## src/rtl/clk_en_sched.sv

```systemverilog
// rtl/clk_en_sched.sv - clk100 clock-enable scheduler: pixel enable, paced game step tick, runtime period config
// Optional single-step pulse input is enabled by defining CLK_SCHED_SINGLE_STEP_EN.
module clk_en_sched #(
    parameter int          PERIOD_W   = 32,
    parameter int unsigned DEF_PERIOD = 25_000_000,
    parameter int unsigned MIN_PERIOD = 4
) (
    input  logic                clk100,
    input  logic                rst,
    input  logic                run,
    input  logic                cfg_valid,
    input  logic [PERIOD_W-1:0] cfg_period,
    output logic                cfg_ready,
    output logic                pix_en,
    output logic                step_tick,
    output logic [15:0]         tick_cnt,
    output logic [1:0]          state
`ifdef CLK_SCHED_SINGLE_STEP_EN
    ,
    input  logic                single_step
`endif
);

    localparam logic [PERIOD_W-1:0] DEF_P = PERIOD_W'(DEF_PERIOD);
    localparam logic [PERIOD_W-1:0] MIN_P = PERIOD_W'(MIN_PERIOD);
    localparam logic [PERIOD_W-1:0] ONE   = PERIOD_W'(1);

    typedef enum logic {IDLE = 1'b0, RUN = 1'b1} run_t;

    run_t                run_st, run_nx;
    logic [1:0]          pix_cnt;
    logic [PERIOD_W-1:0] step_cnt, period, pend_period;
    logic                pend, done;
    logic                running, terminal, xfer, apply, ss_fire;
    logic [PERIOD_W-1:0] clamped;

    always_ff @(posedge clk100) begin
        if (rst) run_st <= IDLE;
        else     run_st <= run_nx;
    end

    always_comb begin
        run_nx = run_st;
        case (run_st)
            IDLE:    if (run)  run_nx = RUN;
            RUN:     if (!run) run_nx = IDLE;
            default: run_nx = IDLE;
        endcase
    end

    always_comb begin
        state = {pend, run_st == RUN};
    end

    always_ff @(posedge clk100) begin
        if (rst) begin
            pix_cnt <= 2'd0;
            pix_en  <= 1'b0;
        end else begin
            pix_cnt <= pix_cnt + 2'd1;
            pix_en  <= (pix_cnt == 2'd3);
        end
    end

`ifdef CLK_SCHED_SINGLE_STEP_EN
    logic ss_d, ss_req;
    // Rising edge is qualified by IDLE when seen, then fires one edge later.
    always_ff @(posedge clk100) begin
        if (rst) begin
            ss_d   <= 1'b0;
            ss_req <= 1'b0;
        end else begin
            ss_d   <= single_step;
            ss_req <= single_step & ~ss_d & ~running;
        end
    end
    assign ss_fire = ss_req;
`else
    assign ss_fire = 1'b0;
`endif

    assign running  = (run_st == RUN);
    assign terminal = running && (step_cnt == period - ONE);
    assign xfer     = cfg_valid && cfg_ready;
    // A pending period lands on a RUN terminal count, or immediately when paused.
    assign apply    = pend && !done && (terminal || !running);
    assign clamped  = (cfg_period < MIN_P) ? MIN_P : cfg_period;

    always_ff @(posedge clk100) begin
        if (rst) begin
            step_cnt    <= '0;
            period      <= DEF_P;
            pend_period <= DEF_P;
            pend        <= 1'b0;
            done        <= 1'b0;
            cfg_ready   <= 1'b0;
            step_tick   <= 1'b0;
            tick_cnt    <= 16'd0;
        end else begin
            step_tick <= terminal || ss_fire;
            if (terminal || ss_fire) tick_cnt <= tick_cnt + 16'd1;

            if (terminal)     step_cnt <= '0;
            else if (running) step_cnt <= step_cnt + ONE;

            if (apply) begin
                period <= pend_period;
                done   <= 1'b1;
                if (!running) step_cnt <= '0;
            end

            // pend drops one edge after the new period takes effect.
            if (done) begin
                pend <= 1'b0;
                done <= 1'b0;
            end

            if (xfer) begin
                pend        <= 1'b1;
                pend_period <= clamped;
            end

            cfg_ready <= xfer ? 1'b0 : (!pend || done);
        end
    end

endmodule
```

## config.mk

```make
export PLATFORM = sky130hd
export DESIGN_NAME = clk_en_sched
export DESIGN_NICKNAME = d
export VERILOG_FILES = /design/src/rtl/clk_en_sched.sv
export SDC_FILE = /design/constraint.sdc
export NUM_CORES = 1
export LEC_CHECK = 0
export ABC_CLOCK_PERIOD_IN_PS = 4410
export BUFFER_PORTS_ARGS = -buffer_cell sky130_fd_sc_hd__buf_2
export CAP_MARGIN = 20
export CORE_UTILIZATION = 60
export CTS_CLUSTER_DIAMETER = 60
export DETAILED_ROUTE_END_ITERATION = 7
export HOLD_SLACK_MARGIN = 0.02
export PLACE_DENSITY = 0.8
export REMOVE_ABC_BUFFERS = 1
export SYNTH_ARGS = -nofsm -noshare
export SYNTH_HDL_FRONTEND = slang
export SYNTH_SLANG_ARGS = --single-unit
```

## constraint.sdc

```tcl
create_clock -name clk100 -period 4.41 [get_ports clk100]
set_input_delay 0.882 -clock clk100 [delete_from_list [all_inputs] [get_ports clk100]]
set_output_delay 0.882 -clock clk100 [all_outputs]
set_load 0.05 [all_outputs]
```

==> qor.csv, run 1 <==
stage;metric;value;unit
cts;htreeDepth;4;
worst_setup_path;rr_endpoint;period[28];
placement;portBuffers;56;
sta;fmax;250;MHz
synthesis;syn_area;6200;um^2
power;switching_power;0.623;mW
sta;finalMaxSlewViolations;0;
sta;period_share;0.907;
sta;tightest_slew;983;ps
die;start_util;0.626;
cts;cts_resized;0;
cts;clock_path_buffers;2;
routing;via_per_inst;5.93;
global_route;grt_pass1_wl;25400;um
sta;finalCriticalPeriod;4000;ps
sta;slew_headroom;0.343;
final_layout;area_growth;14.6;%
power;max-vdd-ir-drop;0.309;mV
sta;finalSetupTns;0;ps
global_route;grt_max_degree;74;
cts;numCtsBuffers;17;
synthesis;ys_seq_area_frac;0.387;
final_layout;finalInstanceArea;7110;um^2
die;die_x;104;um
power;seqPwrFrac;0.429;
final_layout;drive_gt1_frac;0.149;
worst_setup_path;worstReg2RegStart;period[0];
worst_setup_path;critPathSlowestCell;or4b_1;
worst_setup_path;arrival;4460;ps
die;core_area;9910;um^2
placement;dp_cells;910;
power;p_int;2.02;mW
die;rows;36;
power;swShare;0.236;
power;combPwrFrac;0.063;
global_route;antenna_found_initial;0;
synthesis;yosysWarningCount;0;
routing;drcViolationCount;0;
global_route;grtUsageMet3;0.0736;
worst_setup_path;critPathKind;reg2reg;
synthesis;synth_edf_count;0;
global_route;grtUsageMet1;0.372;
final_layout;nets;836;
min_path;hold_depth;1;
sta;rsz0062_at_grt;false;
placement;dp_hpwl;10600;um
final_layout;n_antenna_cell;0;
cts;cts_setup_buffers;0;
die;ios;57;
global_route;grt.total_usage;0.294;
cts;path_clk_slew;60;ps
outcome;status;finished, final reports clean;
min_path;min_path_type;reg2reg;
sta;fin_skew;4.90;ps
cts;cts-hold-fix-buffers;0;
worst_setup_path;reg2reg_depth;11;
power;powerDensity;372;nW/um^2
die;die_h;104;um
global_route;grt_pass1_vias;5249;
cts;cts_tree;built;
worst_setup_path;crit_buf_inv;2;
cts;cts.sinks;120;
routing;wire_per_inst;16.0;um
worst_setup_path;required;4860;ps
routing;drt-total-wl;15100;um
synthesis;netlist_instances;751;
power;clock_power_share;0.509;
placement;placed_cell_area;6530;um^2
worst_setup_path;path_cells;inv_1 > ha_1 > or4b_1 > or3_1 > or4_4 > a2111oi_4 > and4_4 > nand3_1 > o22ai_4 > buf_12 > mux2i_1;
power;power_leakage;2.69;nW
global_route;grt-ovfl-total;0;
cts;root_buffer;clkbuf_8;
synthesis;avgSynthCellArea;8.26;um^2
worst_setup_path;cp_max_fo;24;
routing;ant_nets;0;
cts;clk_latency;530;ps
worst_setup_path;max_stage_delay;620;ps
worst_setup_path;crit_family;simple AND/OR/NAND/NOR gates;
routing;vias;5578;
placement;place.gp.congestion;0.904;
synthesis;synth_ff_type;dfxtp_1;
routing;drt_iter0_markers;295;
worst_setup_path;rrSetupSlack;410;ps
die;die_area;10700;um^2
min_path;min-delay-start;pix_cnt[0];
sta;setup_viol;0;
routing;drt_first_pass_iters;5;
worst_setup_path;crit_path_start_kind;flop;
final_layout;instances_no_fill;941;
global_route;globalRoute.busiestLayer;met2;
sta;hold_violations;0;
worst_setup_path;end_kind;flop;
global_route;grtUsageMet2;0.481;
run;drv_cap;0;
final_layout;final_util;0.717;
min_path;hold_end;pix_cnt[0];
synthesis;ys_types;65;
synthesis;synth-async-reset-ratio;0;
synthesis;ys_seq_elements;120;
per-layer routing:
layer	vias to the layer above	routed length (um)	share of wire
met5	-	0	0
met4	0	327	0.022
met3	30	856	0.057
met2	172	7170	0.48
met1	2652	6730	0.45
li1	2724	-	-
through the flow:
stage | setup WS (ps) | total power, mW | hold slack [ps]
after floorplan | 446 | 1.25 | 395
after global placement | 608 | 1.31 | 407
after detailed placement | 456 | 1.32 | 422
after CTS | 417 | 2.65 | 430
after global routing | 272 | 2.72 | 445
final | 409 | 2.64 | 423
area by class of cell:
class	count	area, um^2
Clock buffer	20	455
Tap cell	133	166
Fill cell	779	2800
Clock inverter	11	121
Sequential cell	120	2400
Timing Repair Buffer	66	368
Multi-Input combinational cell	580	3550
Inverter	11	41.3
power by group through the flow:
stage	registers, mW	clock network (mW)	logic [mW]
after floorplan	1.16	0	0.0931
after global placement	1.15	0	0.158
after detailed placement	1.15	0	0.164
after CTS	1.13	1.35	0.165
after global routing	1.13	1.41	0.182
final	1.13	1.34	0.165
registers in the layout, indices dropped and copies added (netlist names):
name         count
step_cnt        32
tick_cnt        16
run_st           1
pend             1
pend_period     32
done             1
cfg_ready        1
step_tick        1
pix_cnt          2
period          32
pix_en           1
worst register-to-register path: stages, from the launching register on:
cell	delay, ps
dfxtp_1	360
inv_1	70
ha_1	230
or4b_1	620
or3_1	430
or4_4	530
a2111oi_4	340
and4_4	290
nand3_1	120
o22ai_4	420
buf_12	270
mux2i_1	240
cell usage in the layout (no fill, tap or decap), drive strengths merged, types with 3 or more instances in the layout:
| master | count |
|---|---|
| or3 | 7 |
| dfxtp | 120 |
| and2 | 6 |
| mux2i | 36 |
| nor2b | 7 |
| o41ai | 6 |
| xnor2 | 36 |
| and3 | 12 |
| nand3 | 35 |
| or2 | 8 |
| ha | 4 |
| nor3 | 16 |
| nor4 | 18 |
| nand4 | 14 |
| a21oi | 27 |
| nand2b | 3 |
| o21ai | 8 |
| nor3b | 4 |
| xor2 | 31 |
| or4 | 12 |
| a22oi | 3 |
| o211ai | 5 |
| a211o | 5 |
| nor2 | 94 |
| a2111oi | 5 |
| clkinv | 5 |
| and4 | 5 |
| nand2 | 132 |
| a211oi | 3 |
| mux2 | 6 |
| clkbuf | 20 |
| inv | 13 |
| o311ai | 7 |
| buf | 66 |
cell families (layout without fill, tap and decap cells):
logic type,Yosys count,after routing,synth area share
compound gates,85,85,0.101
xor+xnor,68,68,0.0983
flops,120,120,0.387
buf+inv,51,108,0.0400
mux,42,42,0.0690
simple gates,381,381,0.297
fa+ha+maj,4,4,0.00807
how the worst max path moves through the flow:
stage	startpoint	to	cells after the start
6_report	period[0]	period[28]	11
5_1_grt	period[3]	tick_cnt[10]	10
4_1_cts	period[0]	period[28]	11
3_5_place_dp	period[0]	period[28]	11
3_3_place_gp	period[0]	tick_cnt[10]	11
2_1_floorplan	period[9]	step_cnt[10]	8
cell usage after synthesis, types with 6 or more instances:
library cell	n	area [um^2]
nor2_1	94	353
or2_2	8	50.1
nand2_1	132	495
nor2b_1	7	43.8
o311ai_1	6	52.6
buf_6	6	67.6
nand3_1	35	175
or4_1	10	75.1
dfxtp_1	120	2400
o41ai_1	6	52.6
or3_1	7	43.8
inv_1	10	37.5
xnor2_1	36	315
clkbuf_1	27	101
o21ai_0	8	40.0
xor2_1	31	272
and3_1	12	75.1
nor3_1	16	80.1
nor4_1	18	113
a21oi_1	27	135
nand4_1	13	81.3
mux2i_1	36	360
No activity file was read; power rests on OpenSTA's default activity.
==> run 2: changes to the inputs <==
--- a/config.mk
+++ b/config.mk
@@ -5,7 +5,7 @@
 export SDC_FILE = /design/constraint.sdc
 export NUM_CORES = 1
 export LEC_CHECK = 0
-export ABC_CLOCK_PERIOD_IN_PS = 4410
+export ABC_CLOCK_PERIOD_IN_PS = 4260
 export BUFFER_PORTS_ARGS = -buffer_cell sky130_fd_sc_hd__buf_2
 export CAP_MARGIN = 20
 export CORE_UTILIZATION = 60
==> constraint.sdc (replaced) <==
create_clock -name clk100 -period 4.26 [get_ports clk100]
set_input_delay 0.852 -clock clk100 [delete_from_list [all_inputs] [get_ports clk100]]
set_output_delay 0.852 -clock clk100 [all_outputs]
set_load 0.05 [all_outputs]
==> qor.csv, run 2 (same netlist as run 1, synthesis figures left out) <==
stage;metric;value;unit;change
die;core_area;9910;um^2;unchanged
die;die_x;104;um;unchanged
cts;cts.sinks;120;;unchanged
power;power_leakage;2.68;nW;-0.37%
worst_setup_path;rrSetupSlack;450;ps;+40 ps
cts;cts_tree;built;;
sta;period_share;0.895;;-0.0119
worst_setup_path;critPathKind;reg2reg;;
worst_setup_path;reg2reg_depth;11;;unchanged
cts;clk_latency;530;ps;about the same
min_path;min_path_type;reg2reg;;
sta;hold_violations;0;;unchanged
die;die_h;104;um;unchanged
routing;wire_per_inst;16.0;um;-0.12%
sta;fin_skew;6.07;ps;+1.17 ps
cts;htreeDepth;4;;unchanged
cts;path_clk_slew;60;ps;about the same
final_layout;reg_top3;pend_period: 32 flops, period: 32 flops, step_cnt: 32 flops;;
cts;cts-hold-fix-buffers;0;;unchanged
worst_setup_path;arrival;4230;ps;-230 ps
placement;placed_cell_area;6540;um^2;+0.12%
global_route;grtUsageMet1;0.369;;-0.00288
global_route;globalRoute.busiestLayer;met2;;
sta;slew_headroom;0.331;;-0.0128
worst_setup_path;required;4670;ps;-190 ps
final_layout;drive_gt1_frac;0.149;;+0.000868
global_route;grt_max_degree;74;;unchanged
sta;finalMaxSlewViolations;0;;unchanged
worst_setup_path;crit_path_start_kind;flop;;
placement;place.gp.congestion;0.931;;+3.0%
global_route;grtUsageMet2;0.472;;-0.00863
worst_setup_path;rr_endpoint;tick_cnt[10];;
final_layout;layout_common_cells;132 x nand2_1, 120 x dfxtp_1, 94 x nor2_1;;
global_route;grt_pass1_vias;5371;;+2.3%
worst_setup_path;cp_max_fo;18;;-25%
sta;rsz0062_at_grt;false;;
min_path;hold_depth;1;;unchanged
cts;cts_resized;0;;unchanged
global_route;grtUsageMet3;0.0654;;-0.00818
sta;fmax;262;MHz;+4.9%
sta;finalCriticalPeriod;3810;ps;-187 ps
routing;drt_first_pass_iters;5;;unchanged
routing;drcViolationCount;0;;unchanged
cts;cts_setup_buffers;0;;unchanged
worst_setup_path;end_kind;flop;;
worst_setup_path;setup.worst_path.start;period[0];;
routing;drt-total-wl;15100;um;about the same
cts;numCtsBuffers;17;;unchanged
worst_setup_path;worstReg2RegStart;period[0];;
global_route;grt.total_usage;0.288;;-0.00628
final_layout;nets;837;;+0.12%
routing;ant_nets;0;;unchanged
final_layout;area_growth;14.5;%;about the same
die;start_util;0.626;;unchanged
final_layout;n_antenna_cell;0;;unchanged
routing;vias;5634;;+1.0%
die;die_area;10700;um^2;unchanged
cts;clock_path_buffers;2;;unchanged
final_layout;final_common_cell;nand2_1;;
die;ios;57;;unchanged
die;rows;36;;unchanged
placement;portBuffers;56;;unchanged
sta;tightest_slew;1000;ps;+19.2 ps
outcome;status;finished, final reports clean;;
cts;root_buffer;clkbuf_8;;
global_route;grt-ovfl-total;0;;unchanged
placement;dp_hpwl;10500;um;-1.1%
sta;finalSetupTns;0;ps;unchanged
global_route;grt_pass1_wl;25000;um;-1.7%
worst_setup_path;worstSetupEndpoint;tick_cnt[10];;
power;max-vdd-ir-drop;0.349;mV;+13%
global_route;antenna_found_initial;0;;unchanged
sta;setup_viol;0;;unchanged
routing;drt_iter0_markers;370;;+25%
final_layout;finalInstanceArea;7100;um^2;about the same
run;drv_cap;0;;unchanged
routing;via_per_inst;5.97;;+0.79%
power;powerDensity;382;nW/um^2;+2.9%
-- run 2: critical path, stage by stage, from the launching register on --
cell and delay, ps:
dfxtp_1 350, inv_1 80, ha_1 240, or4b_1 470, or3_1 400, or4_4 530, a2111oi_4 340, and4_4 290
nand4_4 160, buf_4 280, nor3_1 210, mux2_1 340
-- run 2: routing by layer --
metal  vias up  part of all wire
li1       2735                 -
met1      2674              0.46
met2       193              0.47
met3        32             0.061
met4         0             0.016
met5         -                 0
-- run 2: where the power goes --
part	internal [mW]	leakage [nW]	switching, mW
clock network	0.834	0.268	0.540
registers	1.15	0.973	0.0211
logic	0.0635	1.44	0.107
total	2.05	2.68	0.668
-- run 2: cell type report --
type	count	area, um^2
well taps	133	166
inverters	11	41.3
multi-input cells	580	3550
clock inverters	14	149
fillers	763	2810
flip-flops and latches	120	2400
clock buffers	18	418
repair buffers	67	375
-- run 2: worst min path at each step --
stage / from / end / slack, ps
after floorplan: pix_cnt[0] / pix_cnt[0] / 390
after global placement: pix_cnt[0] / pix_cnt[0] / 410
after detailed placement: pix_cnt[0] / pix_cnt[0] / 420
after CTS: pix_cnt[0] / pix_cnt[0] / 430
after global routing: pix_cnt[0] / pix_cnt[0] / 440
final: pix_cnt[0] / pix_cnt[0] / 430
-- run 2: stage by stage --
stage | hold WS, ps | utilization | total power [mW] | cells | setup slack, ps
floorplan | 395 | - | 1.29 | 711 | 296
global placement | 407 | 0.660 | 1.36 | 911 | 589
detailed placement | 415 | 0.660 | 1.36 | 911 | 508
CTS | 429 | 0.717 | 2.73 | 943 | 475
global route | 444 | 0.717 | 2.80 | 943 | 272
finish | 429 | 0.717 | 2.72 | 943 | 446
